**config.mk**
```make
export PLATFORM = sky130hd
export DESIGN_NAME = lsm_sequencer
export DESIGN_NICKNAME = d
export VERILOG_FILES = /design/src/rtl/arm_defs_pkg.sv /design/src/rtl/lsm_reg_scan.sv /design/src/rtl/lsm_sequencer.sv
export SDC_FILE = /design/constraint.sdc
export NUM_CORES = 1
export LEC_CHECK = 0
export BUFFER_PORTS_ARGS = -buffer_cell sky130_fd_sc_hd__buf_2
export CAP_MARGIN = 10
export CORE_MARGIN = 4
export CORE_UTILIZATION = 45
export DETAILED_ROUTE_END_ITERATION = 12
export PLACE_DENSITY = 0.66
export SYNTH_ARGS = -nofsm -noshare
export SYNTH_HDL_FRONTEND = slang
export SYNTH_SLANG_ARGS = --single-unit
```
**constraint.sdc**
```tcl
create_clock -name CLK -period 13.1 [get_ports CLK]
set_input_delay 2.62 -clock CLK [delete_from_list [all_inputs] [get_ports CLK]]
set_output_delay 2.62 -clock CLK [all_outputs]
set_load 0.005 [all_outputs]
```
**src/rtl/arm_defs_pkg.sv**
```systemverilog
// Shared ARM decode definitions for the block-transfer sequencer:
// FSM state encoding, OPCODE field positions and start-address helper.
package arm_defs;

  typedef enum logic [1:0] {
    ST_IDLE  = 2'd0,
    ST_SETUP = 2'd1,
    ST_XFER  = 2'd2,
    ST_FIN   = 2'd3
  } lsm_state_t;

  localparam int P     = 24;
  localparam int U     = 23;
  localparam int W     = 21;
  localparam int L     = 20;
  localparam int RN_HI = 19;
  localparam int RN_LO = 16;

  localparam logic [2:0] LSM_CLASS = 3'b100;

  // First transfer address for the four addressing modes; the base is
  // word-aligned first, and arithmetic wraps modulo 2^32.
  function automatic logic [31:0] lsm_start_addr(input logic [31:0] base,
                                                 input logic        p,
                                                 input logic        u,
                                                 input logic [4:0]  n);
    logic [31:0] bm;
    logic [31:0] n4;
    bm = {base[31:2], 2'b00};
    n4 = {25'd0, n, 2'b00};
    case ({p, u})
      2'b01:   return bm;                  // IA
      2'b11:   return bm + 32'd4;          // IB
      2'b00:   return bm - n4 + 32'd4;     // DA
      default: return bm - n4;             // DB
    endcase
  endfunction

endpackage

```
**src/rtl/lsm_reg_scan.sv**
```systemverilog
// Register-list scanner: population count and index of the lowest set bit.
module lsm_reg_scan (
  input  logic [15:0] mask,
  output logic [4:0]  count,
  output logic [3:0]  lowest
);

  // Walk high-to-low so the last hit left in lowest is the lowest set bit.
  always_comb begin
    count  = '0;
    lowest = '0;
    for (int i = 15; i >= 0; i--) begin
      if (mask[i]) begin
        count  = count + 5'd1;
        lowest = 4'(i);
      end
    end
  end

endmodule

```
**src/rtl/lsm_sequencer.sv**
```systemverilog
// LDM/STM sequencer: walks the register list lowest-first, one word per
// set bit over a req/ack port, then emits the base writeback value.
module lsm_sequencer
  import arm_defs::*;
#(
  parameter int ADDR_W = 32
) (
  input  logic              CLK,
  input  logic              RST_N,
  input  logic              START,
  input  logic [ADDR_W-1:0] OPCODE,
  input  logic [ADDR_W-1:0] BASE,
  output logic              BUSY,
  output logic              MEM_REQ,
  output logic [ADDR_W-1:0] MEM_ADDR,
  output logic              MEM_WE,
  input  logic              MEM_ACK,
  output logic [3:0]        REG_IDX,
  output logic              REG_LD,
  output logic              WB_EN,
  output logic [ADDR_W-1:0] WB_VAL,
  output logic              DONE,
  output logic              ERR
);

  lsm_state_t        state;
  logic [15:0]       list_q;
  logic [ADDR_W-1:0] base_q;
  logic              p_q, u_q, w_q, l_q;
  logic [3:0]        rn_q;
  logic [15:0]       mask;
  logic [ADDR_W-1:0] wb_q;
  logic              wb_en_q;

  logic [4:0]        n_setup;
  logic [3:0]        low_setup;
  logic [15:0]       mask_nxt;
  logic [4:0]        n_nxt;
  logic [3:0]        low_nxt;
  logic [ADDR_W-1:0] n4;
  logic              valid_req;

  // Condition field and S bit are resolved upstream.
  logic unused_fields;
  assign unused_fields = ^{OPCODE[31:28], OPCODE[22]};

  assign valid_req = (OPCODE[27:25] == LSM_CLASS) && (|OPCODE[15:0]);
  assign n4        = {{(ADDR_W-7){1'b0}}, n_setup, 2'b00};
  assign mask_nxt  = mask & ~(16'd1 << REG_IDX);
  assign REG_LD    = MEM_REQ && MEM_ACK && l_q;

  // Full list: beat count and first register, used in SETUP.
  lsm_reg_scan u_scan_list (
    .mask   (list_q),
    .count  (n_setup),
    .lowest (low_setup)
  );

  // Working mask with the current beat removed: next register and last-beat test.
  lsm_reg_scan u_scan_work (
    .mask   (mask_nxt),
    .count  (n_nxt),
    .lowest (low_nxt)
  );

  // Sequencer FSM with registered outputs; reset clears every output.
  always_ff @(posedge CLK) begin
    if (!RST_N) begin
      state    <= ST_IDLE;
      list_q   <= '0;
      base_q   <= '0;
      p_q      <= 1'b0;
      u_q      <= 1'b0;
      w_q      <= 1'b0;
      l_q      <= 1'b0;
      rn_q     <= '0;
      mask     <= '0;
      wb_q     <= '0;
      wb_en_q  <= 1'b0;
      BUSY     <= 1'b0;
      MEM_REQ  <= 1'b0;
      MEM_ADDR <= '0;
      MEM_WE   <= 1'b0;
      REG_IDX  <= '0;
      WB_EN    <= 1'b0;
      WB_VAL   <= '0;
      DONE     <= 1'b0;
      ERR      <= 1'b0;
    end else begin
      ERR   <= 1'b0;
      DONE  <= 1'b0;
      WB_EN <= 1'b0;
      case (state)
        ST_IDLE: begin
          if (START) begin
            if (valid_req) begin
              list_q <= OPCODE[15:0];
              base_q <= BASE;
              p_q    <= OPCODE[P];
              u_q    <= OPCODE[U];
              w_q    <= OPCODE[W];
              l_q    <= OPCODE[L];
              rn_q   <= OPCODE[RN_HI:RN_LO];
              BUSY   <= 1'b1;
              state  <= ST_SETUP;
            end else begin
              ERR <= 1'b1;
            end
          end
        end
        ST_SETUP: begin
          mask     <= list_q;
          REG_IDX  <= low_setup;
          MEM_ADDR <= lsm_start_addr(base_q, p_q, u_q, n_setup);
          MEM_WE   <= !l_q;
          MEM_REQ  <= 1'b1;
          // Writeback uses the unaligned base; a load of Rn overrides it.
          wb_q     <= u_q ? (base_q + n4) : (base_q - n4);
          wb_en_q  <= w_q && !(l_q && list_q[rn_q]);
          state    <= ST_XFER;
        end
        ST_XFER: begin
          if (MEM_ACK) begin
            mask <= mask_nxt;
            if (n_nxt == 5'd0) begin
              MEM_REQ <= 1'b0;
              DONE    <= 1'b1;
              WB_EN   <= wb_en_q;
              WB_VAL  <= wb_q;
              state   <= ST_FIN;
            end else begin
              MEM_ADDR <= MEM_ADDR + 32'd4;
              REG_IDX  <= low_nxt;
            end
          end
        end
        ST_FIN: begin
          BUSY  <= 1'b0;
          state <= ST_IDLE;
        end
        default: state <= ST_IDLE;
      endcase
    end
  end

endmodule

```
# --- After elaboration in Yosys (flattened, before gate mapping) ---
# Index checks and enable logic that the tools add are counted.
classes:
  add_sub_neg: 36
  magnitude_cmp: 1
  n_eq_ne: 11
  n_shift: 1
  muxes: 89
  n_bitwise: 2
  n_reduce_logical: 23
ops:
  columns: ["operator", "count"]
  rows:
  - ["2-to-1 mux 5 bit", 30]
  - ["adder 5 x 1 -> 5 bit, second input constant", 28]
  - ["2-to-1 mux 4 bit", 34]
  - ["adder 32 x 3 -> 32 bit, second input constant", 3]
  - ["2-to-1 mux 32 bit", 3]
  - ["case mux 32 bit (3 select lines)", 1]
  - ["case mux 32 bit (2 select lines)", 1]
  - ["subtractor 32 x 7 -> 32 bit", 2]
  - ["adder 32 x 7 -> 32 bit", 1]
  - ["case mux 16 bit (2 select lines)", 1]
  - ["AND reduction 3 bit", 7]
  - ["AND 16 bit", 1]
  - ["2-to-1 mux 16 bit", 1]
  - ["inverter 16 bit", 1]
  - ["OR reduction 16 bit", 1]
  - ["<< shifter 1 x 4 -> 16 bit, first input constant", 1]
  - ["!= test 2 bit, second input constant", 5]
  - ["2-to-1 mux 1 bit", 9]
  - ["2-to-1 mux 2 bit", 4]
  - ["case mux 2 bit (4 select lines)", 1]
  - ["case mux 4 bit (2 select lines)", 1]
  - ["AND reduction 4 bit", 2]
  - ["== test 2 bit, second input constant", 3]
  - ["logical AND 1 bit", 5]
  - ["other kinds (11)", 17]
totals:
  reg_bits: 181
  input_bits: 68
  output_inout_bits: 75
  word_cells: 183

# --- Depth between registers and ports, before layout ---
# Gate-level depths: netlist of the first run.
depth:
  ltp_word: 38
  depth_mapped: 59
  ltp_nobuf: 55

# --- Cells and area by module ---
# From an unflattened synthesis of the first run, not the netlist that was laid out.
unflattened:
  hier_cells: 2089
  area_unflattened_um2: 15312.2
by_module_without_submodules:
  columns: ["mod", "instances", "cells_each", "area_each_um2", "seq_area_each_um2"]
  rows:
  - ["lsm_sequencer", 1, 1529, 11328.4, 3583.4]
  - ["lsm_reg_scan", 2, 280, 1991.9, 0.0]

# --- Worst setup path before layout of the first run ---
# OpenSTA, ideal clock, no wires.
synth_path:
  path_kind: "flip-flop to flip-flop"
  startpoint: "register list_q[14]"
  endpoint: "register MEM_ADDR[26]"
  setup_time_ps: 137
  t_arrival_ps: 10289
  slack_ps: 2673
  path_stages_with_launch: 58
  n_path_buf: 3
  path_cell_list: "dfxtp_1 > inv_1 > ha_1 > clkbuf_1 > xor2_1 > ha_1 > xor2_1 > mux2i_1 > xnor2_1 > mux2i_1 > ha_1 > xnor2_1 > nand2_1 > o31ai_1 > xnor2_1 > nand2_1 > nand2_1 > ha_1 > [... 22 more ...] > xor2_1 > ha_1 > clkbuf_1 > o21ba_2 > nor2_1 > or4_1 > xnor2_1 > or4_1 > nand3b_1 > and3b_1 > clkbuf_1 > nor3b_1 > xor2_1 > nor2_1 > o311ai_0 > a21oi_1 > nand3_1 > o221ai_1"
synth_via:
  elab_chain_len: 33
synth_rtl:
  columns: ["element", "line", "rtl"]
  rows:
  - ["start: declaration", "lsm_sequencer.sv:27", "logic [15:0] list_q;"]
  - ["start signal: assignment", "lsm_sequencer.sv:97", "list_q <= OPCODE[15:0];"]
  - ["2-to-1 mux 5 bit (*)", "lsm_reg_scan.sv:13", "if (mask[i]) begin"]
  - ["adder 5 x 1 -> 5 bit", "lsm_reg_scan.sv:14", "count = count + 5'd1;"]
  - ["2-to-1 mux 5 bit (*)", "lsm_reg_scan.sv:13", null]
  - ["adder 5 x 1 -> 5 bit", "lsm_reg_scan.sv:14", null]
  - ["2-to-1 mux 5 bit (*)", "lsm_reg_scan.sv:13", null]
  - ["adder 5 x 1 -> 5 bit", "lsm_reg_scan.sv:14", null]
  - ["2-to-1 mux 5 bit (*)", "lsm_reg_scan.sv:13", null]
  - ["adder 5 x 1 -> 5 bit", "lsm_reg_scan.sv:14", null]
  - ["[... 17 more ...]", null, null]
  - ["adder 5 x 1 -> 5 bit", "lsm_reg_scan.sv:14", null]
  - ["2-to-1 mux 5 bit (*)", "lsm_reg_scan.sv:13", null]
  - ["adder 5 x 1 -> 5 bit", "lsm_reg_scan.sv:14", null]
  - ["2-to-1 mux 5 bit (*)", "lsm_reg_scan.sv:13", null]
  - ["subtractor 32 x 7 -> 32 bit (*)", "arm_defs_pkg.sv:34, arm_defs_pkg.sv:35", null]
  - ["adder 32 x 3 -> 32 bit", "arm_defs_pkg.sv:34", "2'b00: return bm - n4 + 32'd4;"]
  - ["case mux 32 bit (3 select lines) (*)", "arm_defs_pkg.sv:31", "case ({p, u})"]
  - ["case mux 32 bit (2 select lines) (*)", "lsm_sequencer.sv:93", "case (state)"]
  - ["end signal: assignment", "lsm_sequencer.sv:114", "MEM_ADDR <= lsm_start_addr(base_q, p_q, u_q, n_setup);"]
  - ["end signal: assignment", "lsm_sequencer.sv:132", "MEM_ADDR <= MEM_ADDR + 32'd4;"]
  - ["end: declaration", "lsm_sequencer.sv:15", "output logic [ADDR_W-1:0] MEM_ADDR,"]
# Mark *: on every way between the ends. The rest lies on a longest branch, timed or not.
# A chain may end at the register's enable or synchronous reset.

# --- Final worst setup path of the first run ---
layout_path:
  startpoint: "register REG_IDX[0]"
  endpoint: "register WB_EN"
layout_via:
  elab_chain_len: 36
layout_rtl:
  columns: ["element", "line", "rtl"]
  rows:
  - ["start: declaration", "lsm_sequencer.sv:18", "output logic [3:0] REG_IDX,"]
  - ["start signal: assignment", "lsm_sequencer.sv:113", "REG_IDX <= low_setup;"]
  - ["start signal: assignment", "lsm_sequencer.sv:133", "REG_IDX <= low_nxt;"]
  - ["<< shifter 1 x 4 -> 16 bit (*)", "lsm_sequencer.sv:49", "assign mask_nxt = mask & ~(16'd1 << REG_IDX);"]
  - ["inverter 16 bit (*)", "lsm_sequencer.sv:49", null]
  - ["AND 16 bit (*)", "lsm_sequencer.sv:49", null]
  - ["2-to-1 mux 1 bit", "lsm_reg_scan.sv:13", null]
  - ["adder 1 x 1 -> 2 bit", "lsm_reg_scan.sv:14", null]
  - ["2-to-1 mux 5 bit", "lsm_reg_scan.sv:13", null]
  - ["adder 5 x 1 -> 5 bit", "lsm_reg_scan.sv:14", null]
  - ["2-to-1 mux 5 bit", "lsm_reg_scan.sv:13", null]
  - ["[... 20 more ...]", null, null]
  - ["adder 5 x 1 -> 5 bit", "lsm_reg_scan.sv:14", null]
  - ["2-to-1 mux 5 bit", "lsm_reg_scan.sv:13", null]
  - ["adder 5 x 1 -> 5 bit", "lsm_reg_scan.sv:14", null]
  - ["2-to-1 mux 5 bit", "lsm_reg_scan.sv:13", null]
  - ["adder 5 x 1 -> 5 bit", "lsm_reg_scan.sv:14", null]
  - ["2-to-1 mux 5 bit (*)", "lsm_reg_scan.sv:13", null]
  - ["logical NOT 5 bit (*)", "lsm_sequencer.sv:125", "if (n_nxt == 5'd0) begin"]
  - ["AND reduction 4 bit (no source line) (*)", null, null]
  - ["end signal: assignment", "lsm_sequencer.sv:128", "WB_EN <= wb_en_q;"]
  - ["end: declaration", "lsm_sequencer.sv:20", "output logic WB_EN,"]
# Marks and branches as above.

==> impl_metrics.env, run 1 <==
export IMPL_syn_cell_area_um2=15010
export IMPL_status="completed"
export IMPL_path_clk_slew_ns=0.08
export IMPL_start_util_pct=45.90
export IMPL_avgRoutedWirePerCell_um=18.08
export IMPL_place_congestion=0.9351
export IMPL_antenna_found_initial=1
export IMPL_fp_row_count=66
export IMPL_setup_ws_ns=1.164
export IMPL_cp_slowest_cell="dfxtp_1"
export IMPL_die_height_um=190.6
export IMPL_grt_pass1_wl_um=73830
export IMPL_drc=0
export IMPL_p_sw_share_pct=49.87
export IMPL_fin_tns_setup_ns=0
export IMPL_core_area_um2=32700
export IMPL_ys_seq_area_share_pct=23.87
export IMPL_ctsResizeCount=0
export IMPL_slowest_delay_ns=0.84
export IMPL_drv_cap=0
export IMPL_num_nets_final=2205
export IMPL_tritoncts="built"
export IMPL_grtUsageTotal_pct=24.66
export IMPL_critical_path_max_fanout=23
export IMPL_synth_seq_cells=179
export IMPL_power_switching_mw=1.570
export IMPL_finalWirelength_um=45870
export IMPL_fill_cells=3308
export IMPL_endpoint_kind="flip-flop"
export IMPL_critPathKind="flip-flop to flip-flop"
export IMPL_syn_inst=2062
export IMPL_pwr_share_seq_pct=22.5
export IMPL_diodes=0
export IMPL_cts_root_buf="clkbuf_16"
export IMPL_rsz0062_at_grt="false"
export IMPL_cts_buffers=17
export IMPL_required_ns=13.50
export IMPL_rr_worst_depth=53
export IMPL_whs_path_depth=2
export IMPL_whs_endpoint="WB_VAL[3]"
export IMPL_crit_arrival_ns=12.33
export IMPL_layout_common_cells="nand2_1 (367), a21oi_1 (180), dfxtp_1 (179), nor2_1 (157), buf_2 (134)"
export IMPL_relSlewSlack_pct=27.50
export IMPL_synth_cell_types=106
export IMPL_first_pass_iters=6
export IMPL_post_route_min_period_ns=11.94
export IMPL_dp_cells=2505
export IMPL_drive_above_1_share_pct=11.79
export IMPL_cp_common_cell="ha_1"
export IMPL_final_cells=2537
export IMPL_vias_per_cell=5.909
export IMPL_drtAntennaViolNets=0
export IMPL_timing_rr_end="WB_EN"
export IMPL_ys_async_sr_fraction_pct=0
export IMPL_die_area_um2=36340
export IMPL_yosys_top_cells_area="dfxtp_1 (24%), nand2_1 (9.2%), xnor2_1 (6.5%), a21oi_1 (6.0%), mux2i_1 (5.5%)"
export IMPL_clockBufferDepth=2
export IMPL_worst_pin_slew_ns=1.088
export IMPL_post_cts_buffers=0
export IMPL_htreeDepth=4
export IMPL_ios=143
export IMPL_cts_sinks=179
export IMPL_slew_viol_final=0
export IMPL_clk_latency_ns=0.45
export IMPL_finalSetupViolCount=0
export IMPL_finalPower_mw=3.148
export IMPL_yosysTopAreaCell="dfxtp_1"
export IMPL_pwr_share_comb_pct=61.3
export IMPL_io_buffers=135
export IMPL_timing_final_crit_share_pct=91.11
export IMPL_p_int_mw=1.578
export IMPL_ir_drop_uv=125.0
export IMPL_vias=14990
export IMPL_clkPwrFrac_pct=16.2
export IMPL_cp_start_kind="flip-flop"
export IMPL_finalHoldViolCount=0
export IMPL_ys_warn_count=0
export IMPL_hp_class="flip-flop to flip-flop"
export IMPL_hp_start="WB_VAL[3]"
export IMPL_final_common_cell="nand2_1"
export IMPL_syn_area_per_cell_um2=7.279
export IMPL_netlist_area_leader_share_pct=23.87
export IMPL_drt_iter0_markers=1380
export IMPL_dp_slack_ns=1.338
export IMPL_area_delta_synth_final_pct=8.811
export IMPL_synth_main_ff_cell="dfxtp_1"
export IMPL_fmax_mhz=83.78
export IMPL_reg2reg_slack_ns=1.16
export IMPL_die_w_um=190.6
export IMPL_gr_total_overflow=0
export IMPL_cts_hold_buf=0
export IMPL_post_dp_hpwl_um=33330
export IMPL_grt_pass1_vias=13920
export IMPL_power_leakage_nw=6.021
export IMPL_timing_rr_start="REG_IDX[0]"
export IMPL_powerDensity_nw_per_um2=192.7
export IMPL_grt_max_degree=98
export IMPL_skew_ns=0.01488
export IMPL_synth_edf_count=0
[critical path, delay by kind of cell (launching register included)]
| family | cells | cell delay (ns) |
|---|---|---|
| AO/OA/AOI/OAI | 15 | 3.05 |
| AND/OR/NAND/NOR | 15 | 2.38 |
| multiplexers | 5 | 1.22 |
| adder cells (fa/ha/maj) | 14 | 4.08 |
| flip-flops | 1 | 0.84 |
| buffers and inverters | 4 | 0.35 |
[logic make-up after synthesis]
family / Yosys count / synth area share, %
adder cells (fa/ha/maj): 56 / 4.752
buffers and inverters: 225 / 6.035
multiplexers: 94 / 6.761
AO/OA/AOI/OAI: 530 / 23.04
AND/OR/NAND/NOR: 803 / 24.57
other: 1 / 0.02498
XOR/XNOR: 174 / 10.95
flip-flops: 179 / 23.87
[layout make-up]
type	count	area [um^2]	area share, %
tap	442	553.0	3.386
timing repair buffer	154	820.8	5.026
sequential	179	3583	21.94
inverter	71	269.0	1.647
clock inverter	13	120.1	0.7355
clock buffer	19	442.9	2.712
multi-input combinational	1659	10540	64.55
[synth_stat cells, drive strengths merged, types with 7 or more instances]
library cell	instances
nand2	367
buf	24
and2	11
o221ai	19
xor2	55
dfxtp	179
a221oi	7
o22ai	14
and3	22
or4	9
o21bai	11
ha	53
a21oi	180
o21ai	90
a211oi	22
nor2	158
a22oi	9
o21a	11
nand3	59
nand2b	22
nor4	27
nor3	43
a21boi	8
inv	69
mux2i	83
clkbuf	130
nand4	19
a31o	12
or2	7
a31oi	40
xnor2	113
nor2b	15
o211ai	13
o31ai	21
or3	20
[registers in the layout, summed over array words and instances (netlist names), 2 cells and up]
name,flops
WB_VAL,32
list_q,16
MEM_ADDR,30
wb_q,32
base_q,32
rn_q,4
REG_IDX,4
mask,16
state,2
[layer usage]
metal	global-route usage, %	share of wire, %	up-vias
li1	-	-	7359
met1	35.41	48	7067
met2	38.68	44	498
met3	3.332	5.8	67
met4	7.265	2.2	0
met5	0	0	-
[worst max path at each step]
| stage | startpoint | depth (start not counted) | slack [ns] | end |
|---|---|---|---|---|
| finish | REG_IDX[0] | 53 | 1.16 | WB_EN |
| global route | REG_IDX[0] | 54 | 0.28 | WB_VAL[12] |
| CTS | list_q[15] | 53 | 1.27 | MEM_ADDR[26] |
| detailed placement | list_q[15] | 53 | 1.34 | MEM_ADDR[26] |
| global placement | list_q[14] | 53 | 1.55 | MEM_ADDR[26] |
| floorplan | list_q[14] | 57 | 2.67 | MEM_ADDR[26] |
[power by group through the flow]
stage	sequential (mW)	clock, mW	combinational [mW]
detailed placement	0.719	0	1.89
floorplan	0.684	0	1.46
CTS	0.706	0.514	1.90
global placement	0.715	0	1.87
global route	0.720	0.537	2.14
finish	0.709	0.509	1.93
[stage by stage]
step	instance area [um^2]	hold WS, ns	utilization [%]
finish	16330	0.4595	49.94
global route	16330	0.4725	49.94
CTS	16330	0.4598	49.94
detailed placement	15770	0.4436	48.22
global placement	15770	0.4419	48.22
floorplan	15010	0.4309	-
Power figures use the tool's default switching activity.
==> run 2, diff against run 1 <==
clock period = 15.2 ns   (was 13.1 ns; I/O delays follow)
==> run 2 against run 1 <==
  * Global-route usage rose by 0.17 points
  * Worst hold slack got worse by 0.0021 ns
  * Cell count did not move
  * Sequential power fell by 14%
  * Fmax fell by 2.1%
  * First-iteration DRC count rose by 15%
  * Non-clock buffer count did not move
  * Core utilization rose by 0.080 points
  * Register-to-register slack improved by 1.8 ns
  * Die area did not move
  * Total power fell by 13%
  * Sequential share of layout area barely moved
  * Critical path type unchanged
  * Largest cell class unchanged
==> impl_metrics.env, run 2 (synthesized netlist as in run 1, its figures left out) <==
export IMPL_die_w_um=190.6
export IMPL_finalSetupViolCount=0
export IMPL_finalHoldViolCount=0
export IMPL_finalInstanceArea_um2=16360
export IMPL_drive_above_1_share_pct=11.84
export IMPL_cp_slowest_cell="nor2_2"
export IMPL_cts_hold_buf=0
export IMPL_start_util_pct=45.90
export IMPL_drt_iter0_markers=1591
export IMPL_cts_buffers=17
export IMPL_timing_final_crit_share_pct=80.23
export IMPL_post_route_min_period_ns=12.20
export IMPL_critical_path_max_fanout=26
export IMPL_path_clk_slew_ns=0.09
export IMPL_avgRoutedWirePerCell_um=18.25
export IMPL_status="completed"
export IMPL_critPathKind="flip-flop to flip-flop"
export IMPL_worst_pin_slew_ns=1.194
export IMPL_slowest_delay_ns=0.95
export IMPL_vias_per_cell=5.942
export IMPL_post_cts_buffers=0
export IMPL_grt_max_degree=103
export IMPL_cts_root_buf="clkbuf_16"
export IMPL_die_area_um2=36340
export IMPL_die_height_um=190.6
export IMPL_dp_cells=2505
export IMPL_grt_pass1_vias=14030
export IMPL_final_cells=2537
export IMPL_diodes=0
export IMPL_power_leakage_nw=6.045
export IMPL_gr_total_overflow=0
export IMPL_cp_common_cell="ha_1"
export IMPL_post_dp_hpwl_um=33460
export IMPL_ctsResizeCount=0
export IMPL_place_congestion=0.9154
export IMPL_drtAntennaViolNets=0
export IMPL_vias=15080
export IMPL_drc=0
export IMPL_tritoncts="built"
export IMPL_powerDensity_nw_per_um2=166.8
export IMPL_relSlewSlack_pct=20.35
export IMPL_drv_cap=0
export IMPL_skew_ns=0.02283
export IMPL_crit_arrival_ns=12.47
export IMPL_reg_largest_list="WB_VAL (32), base_q (32), wb_q (32)"
export IMPL_fp_row_count=66
export IMPL_cp_start_kind="flip-flop"
export IMPL_num_nets_final=2205
export IMPL_cts_sinks=179
export IMPL_place_area_um2=15770
export IMPL_grtUsageTotal_pct=24.83
export IMPL_hp_class="flip-flop to flip-flop"
export IMPL_clockBufferDepth=2
export IMPL_utilization_pct=50.02
export IMPL_finalWirelength_um=46300
export IMPL_slew_viol_final=0
export IMPL_fmax_mhz=82.00
export IMPL_endpoint_kind="flip-flop"
export IMPL_ios=143
export IMPL_fin_tns_setup_ns=0
export IMPL_core_area_um2=32700
export IMPL_layout_common_cells="nand2_1 (367), a21oi_1 (180), dfxtp_1 (179), nor2_1 (157), buf_2 (134)"
export IMPL_antenna_found_initial=1
export IMPL_grt_pass1_wl_um=74400
export IMPL_io_buffers=135
export IMPL_first_pass_iters=6
export IMPL_htreeDepth=4
export IMPL_final_common_cell="nand2_1"
export IMPL_rsz0062_at_grt="false"
export IMPL_clk_latency_ns=0.46
export IMPL_ir_drop_uv=163.0
export IMPL_required_ns=15.48
export IMPL_area_delta_synth_final_pct=8.986
-- run 2: cell count changes in the layout (fill, tap and decap cells not counted), moves of 2 or more --
cell	delta
clkinvlp_4	-3
clkinv_4	-2
inv_8	+2
inv_6	+2
-- run 2: power by group --
part | switching [mW] | internal [mW] | total [mW]
clock | 0.227 | 0.228 | 0.455
combinational | 1.06 | 0.605 | 1.66
sequential | 0.0769 | 0.534 | 0.611
total | 1.36 | 1.37 | 2.73
-- run 2: through the flow --
stage | hold slack, ns | setup slack [ns] | power, mW
after CTS | 0.4589 | 3.068 | 2.707
after floorplan | 0.4309 | 4.773 | 1.846
after detailed placement | 0.4446 | 3.196 | 2.247
after global placement | 0.4420 | 3.412 | 2.217
after global routing | 0.4667 | 1.999 | 2.926
final | 0.4575 | 3.005 | 2.728
-- run 2: path summary, 6_finish.rpt --
check                           slack, ns  startpoint  cells past startpoint           end
worst max-delay path                 3.00  REG_IDX[0]                     53  MEM_ADDR[29]
worst min-delay path                 0.46    wb_q[23]                      2    WB_VAL[23]
worst max register to register       3.00  REG_IDX[0]                     53  MEM_ADDR[29]
worst min register to register       0.46    wb_q[23]                      2    WB_VAL[23]
-- run 2: layer usage --
metal	up-vias	part of all wire [%]	global-route usage, %	wire length [um]
met4	2	2.4	7.514	1119
met2	540	45	38.90	20630
met1	7111	47	35.69	21670
met5	-	0.015	0	7
li1	7359	-	-	-
met3	64	6.2	3.277	2872
-- run 2: cell type report --
type	instances	area, um^2
flip-flops and latches	179	3583
clock buffers	19	452.9
multi-input cells	1659	10540
repair buffers	154	820.8
well taps	442	553.0
clock inverters	13	136.4
fillers	3282	16340
inverters	71	269.0
-- run 2: worst max-delay path: cells and delay by family, from the launching register on --
family                     cells  cell delay [ns]
AOI/OAI and AO/OA             16             3.39
DFF                            1             0.84
adders and majority gates     14             4.07
buffers and inverters          4             0.35
and+or+nand+nor               15             2.48
muxes                          4             0.84
